File: src/rtl/bexkat1_dbus_io.sv
// rtl/bexkat1_dbus_io.sv - bexkat1p data-bus I/O slave: console TX FIFO, cycle counter, scratch, exit
module bexkat1_dbus_io #(
   parameter int DEPTH  = 16,
   parameter int CWIDTH = 64
) (
   input  logic        clk_i,
   input  logic        rst_i,
   input  logic        cyc_i,
   input  logic        stb_i,
   input  logic        we_i,
   input  logic [3:0]  sel_i,
   input  logic [2:0]  adr_i,
   input  logic [31:0] dat_i,
   output logic [31:0] dat_o,
   output logic        ack_o,
   output logic [7:0]  tx_data_o,
   output logic        tx_valid_o,
   input  logic        tx_ready_i,
   output logic        exit_o,
   output logic [7:0]  exit_code_o
);

   localparam int AW = $clog2(DEPTH);

   logic [7:0]        mem [DEPTH];
   logic [AW-1:0]     rd_ptr;
   logic [AW-1:0]     wr_ptr;
   logic [AW:0]       count;
   logic              overflow;
   logic [CWIDTH-1:0] counter;
   logic [31:0]       shadow;
   logic [31:0]       scratch;
   logic [31:0]       rd_data;

   logic accept;
   logic empty;
   logic full;
   logic pop;
   logic push_req;
   logic push;
   logic ovf_set;
   logic ovf_clr;

   // An access is taken only when no ack is outstanding, giving one access per two cycles.
   assign accept   = cyc_i & stb_i & ~ack_o;
   assign empty    = (count == '0);
   assign full     = (count == (AW+1)'(DEPTH));
   assign pop      = ~empty & tx_ready_i;
   assign push_req = accept & we_i & (adr_i == 3'd0) & sel_i[0];
   // A push into a full FIFO still fits when the head leaves on the same edge.
   assign push     = push_req & (~full | pop);
   assign ovf_set  = push_req & full & ~pop;
   assign ovf_clr  = accept & we_i & (adr_i == 3'd1) & sel_i[0] & dat_i[2];

   assign tx_valid_o  = ~empty;
   assign tx_data_o   = empty ? 8'h00 : mem[rd_ptr];

   // Read-data mux for the register map; unmapped offsets read zero.
   always_comb begin
      rd_data = 32'h0;
      case (adr_i)
         3'd1:    rd_data = {16'h0, 8'(count), 5'h0, overflow, full, empty};
         3'd2:    rd_data = counter[31:0];
         3'd3:    rd_data = shadow;
         3'd4:    rd_data = {23'h0, exit_o, exit_code_o};
         3'd5:    rd_data = scratch;
         default: rd_data = 32'h0;
      endcase
   end

   // Bus response: one-cycle ack with read data, zero data for writes.
   always_ff @(posedge clk_i) begin
      if (rst_i) begin
         ack_o <= 1'b0;
         dat_o <= 32'h0;
      end else begin
         ack_o <= accept;
         dat_o <= (accept & ~we_i) ? rd_data : 32'h0;
      end
   end

   // FIFO storage; contents need no reset because count gates visibility.
   always_ff @(posedge clk_i) begin
      if (push)
         mem[wr_ptr] <= dat_i[7:0];
   end

   // FIFO pointers, occupancy and sticky overflow (set beats clear).
   always_ff @(posedge clk_i) begin
      if (rst_i) begin
         rd_ptr   <= '0;
         wr_ptr   <= '0;
         count    <= '0;
         overflow <= 1'b0;
      end else begin
         if (push)
            wr_ptr <= wr_ptr + 1'b1;
         if (pop)
            rd_ptr <= rd_ptr + 1'b1;
         if (push & ~pop)
            count <= count + 1'b1;
         else if (pop & ~push)
            count <= count - 1'b1;
         if (ovf_set)
            overflow <= 1'b1;
         else if (ovf_clr)
            overflow <= 1'b0;
      end
   end

   // Free-running counter; reading LO snapshots HI so a later HI read is coherent.
   always_ff @(posedge clk_i) begin
      if (rst_i) begin
         counter <= '0;
         shadow  <= 32'h0;
      end else begin
         counter <= counter + 1'b1;
         if (accept & ~we_i & (adr_i == 3'd2))
            shadow <= counter[63:32];
      end
   end

   // Scratch register with byte-lane masking, and the sticky exit register.
   always_ff @(posedge clk_i) begin
      if (rst_i) begin
         scratch     <= 32'h0;
         exit_o      <= 1'b0;
         exit_code_o <= 8'h0;
      end else if (accept & we_i) begin
         if (adr_i == 3'd5) begin
            for (int b = 0; b < 4; b++)
               if (sel_i[b])
                  scratch[8*b +: 8] <= dat_i[8*b +: 8];
         end
         if ((adr_i == 3'd4) && sel_i[0]) begin
            exit_o      <= 1'b1;
            exit_code_o <= dat_i[7:0];
         end
      end
   end

endmodule

File: config.mk
export PLATFORM = sky130hd
export DESIGN_NAME = bexkat1_dbus_io
export DESIGN_NICKNAME = d
export VERILOG_FILES = /design/src/rtl/bexkat1_dbus_io.sv
export SDC_FILE = /design/constraint.sdc
export NUM_CORES = 1
export LEC_CHECK = 0
export BUFFER_PORTS_ARGS = -buffer_cell sky130_fd_sc_hd__buf_2
export CORE_UTILIZATION = 50
export DETAILED_ROUTE_END_ITERATION = 10
export HOLD_SLACK_MARGIN = 0.06
export PLACE_DENSITY = 0.68
export SKIP_LAST_GASP = 1
export SLEW_MARGIN = 15
export SYNTH_ARGS = -nofsm -noshare
export SYNTH_HDL_FRONTEND = slang
export SYNTH_SLANG_ARGS = --single-unit
File: constraint.sdc
create_clock -name clk_i -period 8.4 [get_ports clk_i]
set_clock_uncertainty 0.2 [all_clocks]
set_input_delay 1.68 -clock clk_i [delete_from_list [all_inputs] [get_ports clk_i]]
set_output_delay 1.68 -clock clk_i [all_outputs]
set_load 0.02 [all_outputs]
==> reports/qor.yml, run 1 <==
final_cell_mix: "186 x dfxtp_1, 132 x nand2_1, 128 x edfxtp_1"
ir_worst_vdd_mv: 0.1679
p_per_area_nw_per_um2: 239.0
n_antenna_cell: 0
rsz0062_at_grt: "false"
crit_top_cell: "mux4_2"
area_growth_pct: 14.11
slowest_stage: "mux4_2"
worst_slew_pin_slew_ns: 1.127
crit_path_max_fanout: 32
synth.distinct_cells: 50
synth-edff-count: 128
placed_cells: 1520
stdcell_count: 1581
crit_type: "reg -> out"
grt_max_degree: 81
power_frac_seq_pct: 46.5
syn_nets: 1214
fill_cells: 2082
critPathRequiredTime_ns: 6.52
cts_sinks: 316
final_hold_viol_count: 0
min_path_type: "reg -> reg"
yosys_warnings: 0
drv_cap: 0
post-route-period-util_pct: 55.58
die_x_um: 163.1
synth.avg_cell_area_um2: 11.21
gp_congestion: 0.8113
final_common_cell: "dfxtp_1"
firstDrtPassIters: 5
fin_area_um2: 14810
synthFlopType: "dfxtp_1"
dr_total_vias: 9131
avgViaCountPerCell: 5.775
power_leakage_nw: 5.058
track_usage_pct: 23.20
clk_pin_slew_ns: 0.06
rows: 58
initial_core_util_pct: 51.25
placed_area_um2: 13680
p_comb_share_pct: 11.5
coreArea_um2: 25330
dp_hpwl_mm: 20.01
ys_seq_elements: 316
port_buffers: 95
tns_ns: 0
clockBufferDepth: 3
cts_tree: "yes"
die_h_um: 163.1
ant_nets: 0
grt_pass1_vias: 8596
synth_cells: 1158
drc: 0
syn_area_um2: 12980
slew_violations: 0
status: "complete, no violations"
cts-hold-fix-buffers: 0
max_freq_mhz: 214.2
switching_share_pct: 24.36
drt-total-wl_mm: 30.21
numCtsBuffers: 34
grt_remaining_overflow: 0
cts.repair.resized: 0
die_area_um2: 26610
start_kind: "flop"
async_flop_share_pct: 0
htree_levels: 2
finalNetCount: 1282
relSlewSlack_pct: 24.30
finalSetupViolCount: 0
cts_setup_buffers: 0
routed_wire_length_per_instance_um: 19.11
root_buffer: "clkbuf_16"
ios: 96
grt_pass1_wl_mm: 47.75
switching_power_w: 0.0008624
antenna_found_initial: 0
yosysSeqAreaShare_pct: 58.61
layout_min_cycle_time_ns: 4.668
clkPwrFrac_pct: 42.0
internal_power_w: 0.002677
arrival_ns: 2.79
drive_above_1_share_pct: 17.11
clk_latency_ns: 0.51
cpPeakStageDelay_ns: 0.65
cp-end-kind: "output port"
dr.first_iter.drc_count: 753
crit_chain: "buf_4, mux4_2, mux4_2, and2_1, buf_2"
==> Yosys cell counts (2+ instances only) <==
cell	n	area share (%)
ha_1	10	0.96
nand4_2	2	0.19
nand4_1	26	1.3
or2_2	3	0.14
buf_2	4	0.15
or4_1	8	0.46
and2_1	9	0.43
nor4_1	6	0.29
and4_1	9	0.61
a221oi_1	4	0.27
nand3_1	57	2.2
xor2_1	21	1.4
clkbuf_1	63	1.8
o21ai_0	30	1.2
mux2i_1	34	2.6
nand2b_1	6	0.29
edfxtp_1	128	30
a22o_1	19	1.3
o22ai_1	5	0.24
nor3_1	16	0.62
nand2_1	132	3.8
nor2_1	112	3.2
a311oi_1	2	0.13
a21oi_1	103	4.0
a22oi_1	19	1.1
or3_1	28	1.3
inv_1	9	0.26
o31ai_1	7	0.40
xnor2_1	19	1.3
dfxtp_1	188	29
mux4_2	40	6.9
a211oi_1	2	0.12
nand3_2	2	0.15
buf_1	3	0.087
nor2b_1	10	0.48
and3_1	7	0.34
a21o_1	2	0.12
==> cell type report <==
cell class | count | area [um2] | area share [%]
sequential | 316 | 7610 | 51.38
multi-input combinational | 762 | 5099 | 34.42
clock buffer | 44 | 939.7 | 6.344
timing repair buffer | 103 | 538.0 | 3.632
tap | 330 | 412.9 | 2.788
clock inverter | 17 | 178.9 | 1.208
inverter | 9 | 33.78 | 0.2281
==> cells by family (layout without fill, tap and decap cells) <==
logic type,count (synthesis),in the layout,synth area share [%]
adders and majority gates,11,11,1.118
muxes,74,74,9.562
AOI/OAI and AO/OA,198,198,9.109
buffers and inverters,80,173,2.410
and+or+nand+nor,439,439,16.49
DFF,316,316,58.61
xor gates and xnor gates,40,40,2.699
==> registers in the layout, summed over array words and instances, names as in the netlist, named ones only <==
register / flops
count: 5
overflow: 1
exit_code_o: 8
ack_o: 1
rd_ptr: 4
exit_o: 1
mem: 128
wr_ptr: 4
dat_o: 32
counter: 64
scratch: 32
shadow: 32
==> stage by stage <==
step / hold slack (ns) / total power (W) / util [%] / setup WS, ns
after floorplan: 0.2360 / 0.001962 / - / 4.050
after global placement: 0.2446 / 0.002085 / 54.00 / 3.665
after detailed placement: 0.2489 / 0.002087 / 54.00 / 3.617
after CTS: 0.2579 / 0.003573 / 58.42 / 3.658
after global routing: 0.2736 / 0.003669 / 58.48 / 3.554
final: 0.2571 / 0.003540 / 58.48 / 3.732
==> worst max-delay path: cells and delay by family (launching register included) <==
kind / cells / cell delay, ns
mux: 2 / 1.13
buf+inv: 2 / 0.64
flops: 1 / 0.31
simple gates: 1 / 0.17
==> routing by layer <==
metal	GRT usage (%)	up-vias	share of wire [%]
li1	-	4379	-
met1	33.62	4454	46
met2	36.89	253	47
met3	3.149	45	5.2
met4	5.438	0	1.6
met5	0	-	0
==> power groups by stage <==
stage          logic (W)  clock network (W)  registers, W
6_report        0.000408            0.00149       0.00165
5_1_grt         0.000445            0.00158       0.00165
4_1_cts         0.000413            0.00152       0.00164
3_5_place_dp    0.000409                  0       0.00168
3_3_place_gp    0.000407                  0       0.00168
2_1_floorplan   0.000303                  0       0.00166
==> worst paths after layout <==
path                                              from                      to  slack (ns)  cells past startpoint
worst max-delay path                              flop            tx_data_o[7]        3.73                      5
worst min-delay path            shadow[3]$_SDFFE_PP0P_  shadow[3]$_SDFFE_PP0P_        0.26                      2
worst max register to register   count[0]$_SDFFE_PP0P_   count[4]$_SDFFE_PP0P_        4.79                     11
worst min register to register  shadow[3]$_SDFFE_PP0P_  shadow[3]$_SDFFE_PP0P_        0.26                      2
Note: power is estimated with default switching activity, not from simulation.
==> run 2: changes to the inputs <==
==> constraint.sdc (replaced) <==
create_clock -name clk_i -period 4.35 [get_ports clk_i]
set_clock_uncertainty 0.2 [all_clocks]
set_input_delay 0.87 -clock clk_i [delete_from_list [all_inputs] [get_ports clk_i]]
set_output_delay 0.87 -clock clk_i [all_outputs]
set_load 0.02 [all_outputs]
==> run 2 against run 1 <==
Setup slack got worse by 3.2 ns. Sequential cell count unchanged. First-iteration DRC count decreased by 18%. Wire length increased by 0.26%. Via count decreased by 0.16%. Core utilization decreased by 0.069 points. Sequential share of layout area increased by 0.052 points. Clock-buffer cell count increased by 3. Power increased by 86%. Critical path depth unchanged. Cell count increased by 0.57%. Critical path type unchanged.
==> reports/qor.yml, run 2 (same netlist as run 1, synthesis figures left out) <==
routed_wire_length_per_instance_um: 19.05  # was 19.11 um
grt_remaining_overflow: 0  # unchanged
p_per_area_nw_per_um2: 444.9  # was 239.0 nW/um2
gp_congestion: 0.8514  # was 0.8113
die_x_um: 163.1  # unchanged
clockBufferDepth: 3  # unchanged
pre_cts_ws_ns: 0.7526  # was 3.617 ns
clk_pin_slew_ns: 0.06  # about the same
final_hold_viol_count: 0  # unchanged
cp-end-kind: "output port"  # unchanged
finalNetCount: 1296  # was 1282
worst_slew_pin_slew_ns: 1.059  # was 1.127 ns
track_usage_pct: 23.06  # was 23.20%
grt_pass1_vias: 8653  # was 8596
post-route-period-util_pct: 88.39
cts.repair.resized: 0  # unchanged
largest_reg_flops: 128  # unchanged
critPathRequiredTime_ns: 3.28  # was 6.52 ns
whs_ns: 0.2573  # was 0.2571 ns
layout_min_cycle_time_ns: 3.845
final_common_cell: "dfxtp_1"  # unchanged
drive_above_1_share_pct: 17.06  # was 17.11%
cts_setup_buffers: 0  # unchanged
drv_cap: 0  # unchanged
cts_tree: "yes"  # unchanged
min_path_type: "reg -> reg"  # unchanged
n_antenna_cell: 0  # unchanged
area_growth_pct: 13.98  # was 14.11%
final_cell_mix: "187 x dfxtp_1, 132 x nand2_1, 128 x edfxtp_1"  # was 186 x dfxtp_1, 132 x nand2_1, 128 x edfxtp_1
ant_nets: 0  # unchanged
rows: 58  # unchanged
antenna_found_initial: 0  # unchanged
drt-total-wl_mm: 30.29  # was 30.21 mm
htree_levels: 1  # was 2
dp_hpwl_mm: 20.36  # was 20.01 mm
power_leakage_nw: 5.060  # was 5.058 nW
top_regs: "mem x128, counter x64"  # unchanged
relSlewSlack_pct: 29.38  # was 24.30%
grt_pass1_wl_mm: 47.64  # was 47.75 mm
setup_ws_ns: 0.5050  # was 3.732 ns
top_register: "mem"  # unchanged
start_kind: "flop"  # unchanged
final_util_pct: 58.41  # was 58.48%
numCtsBuffers: 31  # was 34
die_h_um: 163.1  # unchanged
dr_total_vias: 9116  # was 9131
coreArea_um2: 25330  # unchanged
stdcell_count: 1590  # was 1581
crit_path_max_fanout: 20  # was 32
root_buffer: "clkbuf_16"  # unchanged
max_freq_mhz: 260.1
grt_max_degree: 98  # was 81
avgViaCountPerCell: 5.733  # was 5.775
initial_core_util_pct: 51.25  # unchanged
finalSetupViolCount: 0  # unchanged
cts-hold-fix-buffers: 0  # unchanged
cts_sinks: 316  # unchanged
arrival_ns: 2.78  # was 2.79 ns
crit_type: "reg -> out"  # unchanged
slew_violations: 0  # unchanged
die_area_um2: 26610  # unchanged
ir_worst_vdd_mv: 0.3683  # was 0.1679 mV
placed_cells: 1537  # was 1520
dr.first_iter.drc_count: 620  # was 753
drc: 0  # unchanged
tns_ns: 0  # unchanged
rsz0062_at_grt: "false"  # unchanged
clk_latency_ns: 0.54  # was 0.51 ns
firstDrtPassIters: 5  # unchanged
ios: 96  # unchanged
port_buffers: 95  # unchanged
status: "complete, no violations"  # unchanged
[run 2: cell types whose count changed in the layout (fill, tap and decap cells not counted), moves of 2 or more]
| cell | delta |
|---|---|
| clkbuf_1 | +6 |
| clkinv_1 | -2 |
| clkbuf_16 | -4 |
| buf_4 | +16 |
| clkinv_2 | -6 |
| clkinv_8 | -2 |
| nor3_2 | -2 |
| nor3_1 | +2 |
[run 2: worst max-delay path: stages (launching register included)]
cell and delay, ns:
dfxtp_2 0.63, buf_12 0.27, mux4_2 0.52, mux4_2 0.48, and2_1 0.17, buf_2 0.15
[run 2: power breakdown]
| part | switching, W | leakage [nW] | total [W] | internal [W] |
|---|---|---|---|---|
| clock | 0.00106 | 0.474 | 0.00261 | 0.00155 |
| sequential | 0.0000622 | 2.67 | 0.00317 | 0.00311 |
| combinational | 0.000434 | 1.92 | 0.000802 | 0.000368 |
[run 2: final timing paths]
| kind | startpoint | to | slack (ns) | depth (start not counted) |
|---|---|---|---|---|
| max | flop | tx_data_o[3] | 0.50 | 5 |
| min | scratch[26]$_SDFFE_PP0P_ | scratch[26]$_SDFFE_PP0P_ | 0.26 | 2 |
| max reg2reg | count[0]$_SDFFE_PP0P_ | count[4]$_SDFFE_PP0P_ | 1.03 | 12 |
| min reg2reg | scratch[26]$_SDFFE_PP0P_ | scratch[26]$_SDFFE_PP0P_ | 0.26 | 2 |
[run 2: metrics by stage]
step	total power (W)	area, um2
final	0.006581	14790
after floorplan	0.003788	12980
after global routing	0.006810	14790
after CTS	0.006641	14790
after detailed placement	0.004043	13820
after global placement	0.004028	13820
[run 2: area by class of cell]
cell class	instances	area, um2
Multi-Input combinational cell	762	5082
Inverter	9	33.78
Sequential cell	316	7609
Timing Repair Buffer	120	678.2
Fill cell	2079	10530
Tap cell	330	412.9
Clock buffer	47	875.8
Clock inverter	6	102.6
[run 2: routing by layer]
metal	up-vias	track usage, %	routed length [um]	part of all wire [%]
met3	42	2.692	1380	4.6
met4	0	5.990	627	2.1
met1	4455	32.50	13840	46
met5	-	0	0	0
li1	4398	-	-	-
met2	221	37.79	14440	48
==> run 3: changes to the inputs <==
--- a/config.mk
+++ b/config.mk
@@ -6,10 +6,10 @@
 export NUM_CORES = 1
 export LEC_CHECK = 0
 export BUFFER_PORTS_ARGS = -buffer_cell sky130_fd_sc_hd__buf_2
-export CORE_UTILIZATION = 50
+export CORE_UTILIZATION = 60
 export DETAILED_ROUTE_END_ITERATION = 10
 export HOLD_SLACK_MARGIN = 0.06
-export PLACE_DENSITY = 0.68
+export PLACE_DENSITY = 0.79
 export SKIP_LAST_GASP = 1
 export SLEW_MARGIN = 15
 export SYNTH_ARGS = -nofsm -noshare
==> run 3 against run 2 <==
Sequential power barely moved. Setup slack got worse by 0.014 ns. Combinational power up 3.5%. Wire length grew 2.7%. Core utilization up 12 points. Hold slack worse by 0.00090 ns. Critical path type unchanged. Critical endpoint is now tx_data_o[6].
==> reports/qor.yml, run 3 (same netlist as run 1, synthesis figures left out) <==
clk_pin_slew_ns: 0.07  # was 0.06 ns
post-route-period-util_pct: 88.71  # was 88.39%
n_antenna_cell: 0  # unchanged
placed_cells: 1475  # was 1537
relSlewSlack_pct: 36.54  # was 29.38%
cts_tree: "yes"  # unchanged
r2r-start: "count[0]$_SDFFE_PP0P_"  # unchanged
initial_core_util_pct: 61.55  # was 51.25%
coreArea_um2: 21090  # was 25330 um2
die_x_um: 149.1  # was 163.1 um
cts_sinks: 316  # unchanged
drc: 0  # unchanged
crit_top_cell: "mux4_2"  # unchanged
rsz0062_at_grt: "false"  # unchanged
track_usage_pct: 28.41  # was 23.06%
drt-total-wl_mm: 31.09  # was 30.29 mm
stdcell_count: 1533  # was 1590
path_depth: 5  # unchanged
ios: 96  # unchanged
cpPeakStageDelay_ns: 0.58  # was 0.63 ns
antenna_found_initial: 0  # unchanged
start_kind: "flop"  # unchanged
routed_wire_length_per_instance_um: 20.28  # was 19.05 um
final_common_cell: "dfxtp_1"  # unchanged
numCtsBuffers: 31  # unchanged
tns_ns: 0  # unchanged
avgViaCountPerCell: 6.183  # was 5.733
drive_above_1_share_pct: 17.81  # was 17.06%
min_path_type: "reg -> reg"  # unchanged
critPathCapture: "tx_data_o[6]"  # was tx_data_o[3]
layout_min_cycle_time_ns: 3.859  # was 3.845 ns
grt_remaining_overflow: 0  # unchanged
slew_violations: 0  # unchanged
root_buffer: "clkbuf_16"  # unchanged
cts-hold-fix-buffers: 0  # unchanged
slowest_stage: "mux4_2"  # was dfxtp_2
dp_hpwl_mm: 20.09  # was 20.36 mm
arrival_ns: 2.79  # was 2.78 ns
grt_pass1_wl_mm: 48.67  # was 47.64 mm
firstDrtPassIters: 8  # was 5
htree_levels: 1  # unchanged
path_buf_inv: 2  # unchanged
final_cell_mix: "187 x dfxtp_1, 132 x nand2_1, 128 x edfxtp_1"  # unchanged
crit_type: "reg -> out"  # unchanged
r2r_end: "count[4]$_SDFFE_PP0P_"  # unchanged
rows: 53  # was 58
rrSetupSlack_ns: 1.08  # was 1.03 ns
power_leakage_nw: 5.087  # was 5.060 nW
grt_max_degree: 153  # was 98
worst_slew_pin_slew_ns: 0.9519  # was 1.059 ns
fill_cells: 1452  # was 2079
largest_reg_flops: 128  # unchanged
cts.repair.resized: 0  # unchanged
port_buffers: 95  # unchanged
final_hold_viol_count: 0  # unchanged
ir_worst_vdd_mv: 0.3459  # was 0.3683 mV
crit_family: "multiplexers"  # unchanged
max_freq_mhz: 259.1  # was 260.1 MHz
drv_cap: 0  # unchanged
clk_latency_ns: 0.57  # was 0.54 ns
ant_nets: 0  # unchanged
dr_total_vias: 9479  # was 9116
die_h_um: 149.1  # was 163.1 um
top_regs: "mem x128, counter x64"  # unchanged
critPathRequiredTime_ns: 3.28  # about the same
reg2reg_depth: 11  # was 12
gp_congestion: 0.8798  # was 0.8514
clockBufferDepth: 3  # unchanged
crit_path_max_fanout: 26  # was 20
status: "complete, no violations"  # unchanged
p_per_area_nw_per_um2: 457.8  # was 444.9 nW/um2
finalNetCount: 1289  # was 1296
grt_pass1_vias: 8951  # was 8653
cts_setup_buffers: 0  # unchanged
dr.first_iter.drc_count: 991  # was 620
finalSetupViolCount: 0  # unchanged
cp-end-kind: "output port"  # unchanged
area_growth_pct: 13.89  # was 13.98%
crit_chain: "buf_12, mux4_2, mux4_2, and2_1, buf_2"  # unchanged
top_register: "mem"  # unchanged
die_area_um2: 22220  # was 26610 um2
## run 3: changes by cell type in the layout (fill, tap and decap cells not counted), sizes merged
cell | previous run | this run
buf | 120 | 113
bufinv | 3 | 4
clkbuf | 47 | 35
inv | 9 | 11
clkinvlp | 0 | 2
clkinv | 3 | 15
## run 3: power breakdown
| part | switching, W | internal [W] | total (W) |
|---|---|---|---|
| logic | 0.000461 | 0.000370 | 0.000830 |
| clock network | 0.00115 | 0.00162 | 0.00277 |
| registers | 0.0000529 | 0.00311 | 0.00316 |
## run 3: through the flow
step	setup slack, ns	power [W]	hold WS (ns)	instance area (um2)	utilization [%]
global route	0.3885	0.006980	0.2764	14780	70.10
global placement	0.8204	0.004023	0.2429	13710	65.00
detailed placement	0.7342	0.004048	0.2477	13710	65.00
CTS	0.4579	0.006793	0.2567	14780	70.10
finish	0.4910	0.006768	0.2564	14780	70.10
floorplan	0.8103	0.003788	0.2360	12980	-
## run 3: worst register-to-register path, cell delays in order (launching register included)
cell and delay (ns):
dfxtp_1 0.39, or4_1 0.60, nor3_1 0.32, nor3_1 0.14, ha_1 0.25, inv_1 0.14, ha_1 0.29, a21o_1 0.19
a21oi_1 0.18, xnor2_1 0.09, or3_1 0.30, a21oi_1 0.14
## run 3: cell type report
| cell class | instances | area (um2) | share of cell area, % |
|---|---|---|---|
| multi-input combinational | 762 | 5082 | 34.38 |
| timing repair buffer | 113 | 638.1 | 4.317 |
| tap | 275 | 344.1 | 2.328 |
| sequential | 316 | 7609 | 51.47 |
| clock inverter | 23 | 245.2 | 1.659 |
| clock buffer | 35 | 830.8 | 5.620 |
| inverter | 9 | 33.78 | 0.2285 |
## run 3: routing by layer
layer / up-vias / global-route usage (%) / wire (um) / share of wire [%]
met1: 4581 / 39.29 / 13050 / 42
met5: - / 0 / 0 / 0
met4: 0 / 9.388 / 807 / 2.6
met3: 63 / 4.067 / 2259 / 7.3
met2: 435 / 46.26 / 14980 / 48
li1: 4400 / - / - / -
## run 3: how the worst min path moves through the flow
stage,from,to,slack (ns),cells past startpoint
after floorplan,scratch[10]$_SDFFE_PP0P_,scratch[10]$_SDFFE_PP0P_,0.24,2
after global placement,scratch[29]$_SDFFE_PP0P_,scratch[29]$_SDFFE_PP0P_,0.24,2
after detailed placement,shadow[1]$_SDFFE_PP0P_,shadow[1]$_SDFFE_PP0P_,0.25,2
after CTS,scratch[25]$_SDFFE_PP0P_,scratch[25]$_SDFFE_PP0P_,0.26,2
after global routing,shadow[24]$_SDFFE_PP0P_,shadow[24]$_SDFFE_PP0P_,0.28,2
final,scratch[29]$_SDFFE_PP0P_,scratch[29]$_SDFFE_PP0P_,0.26,2
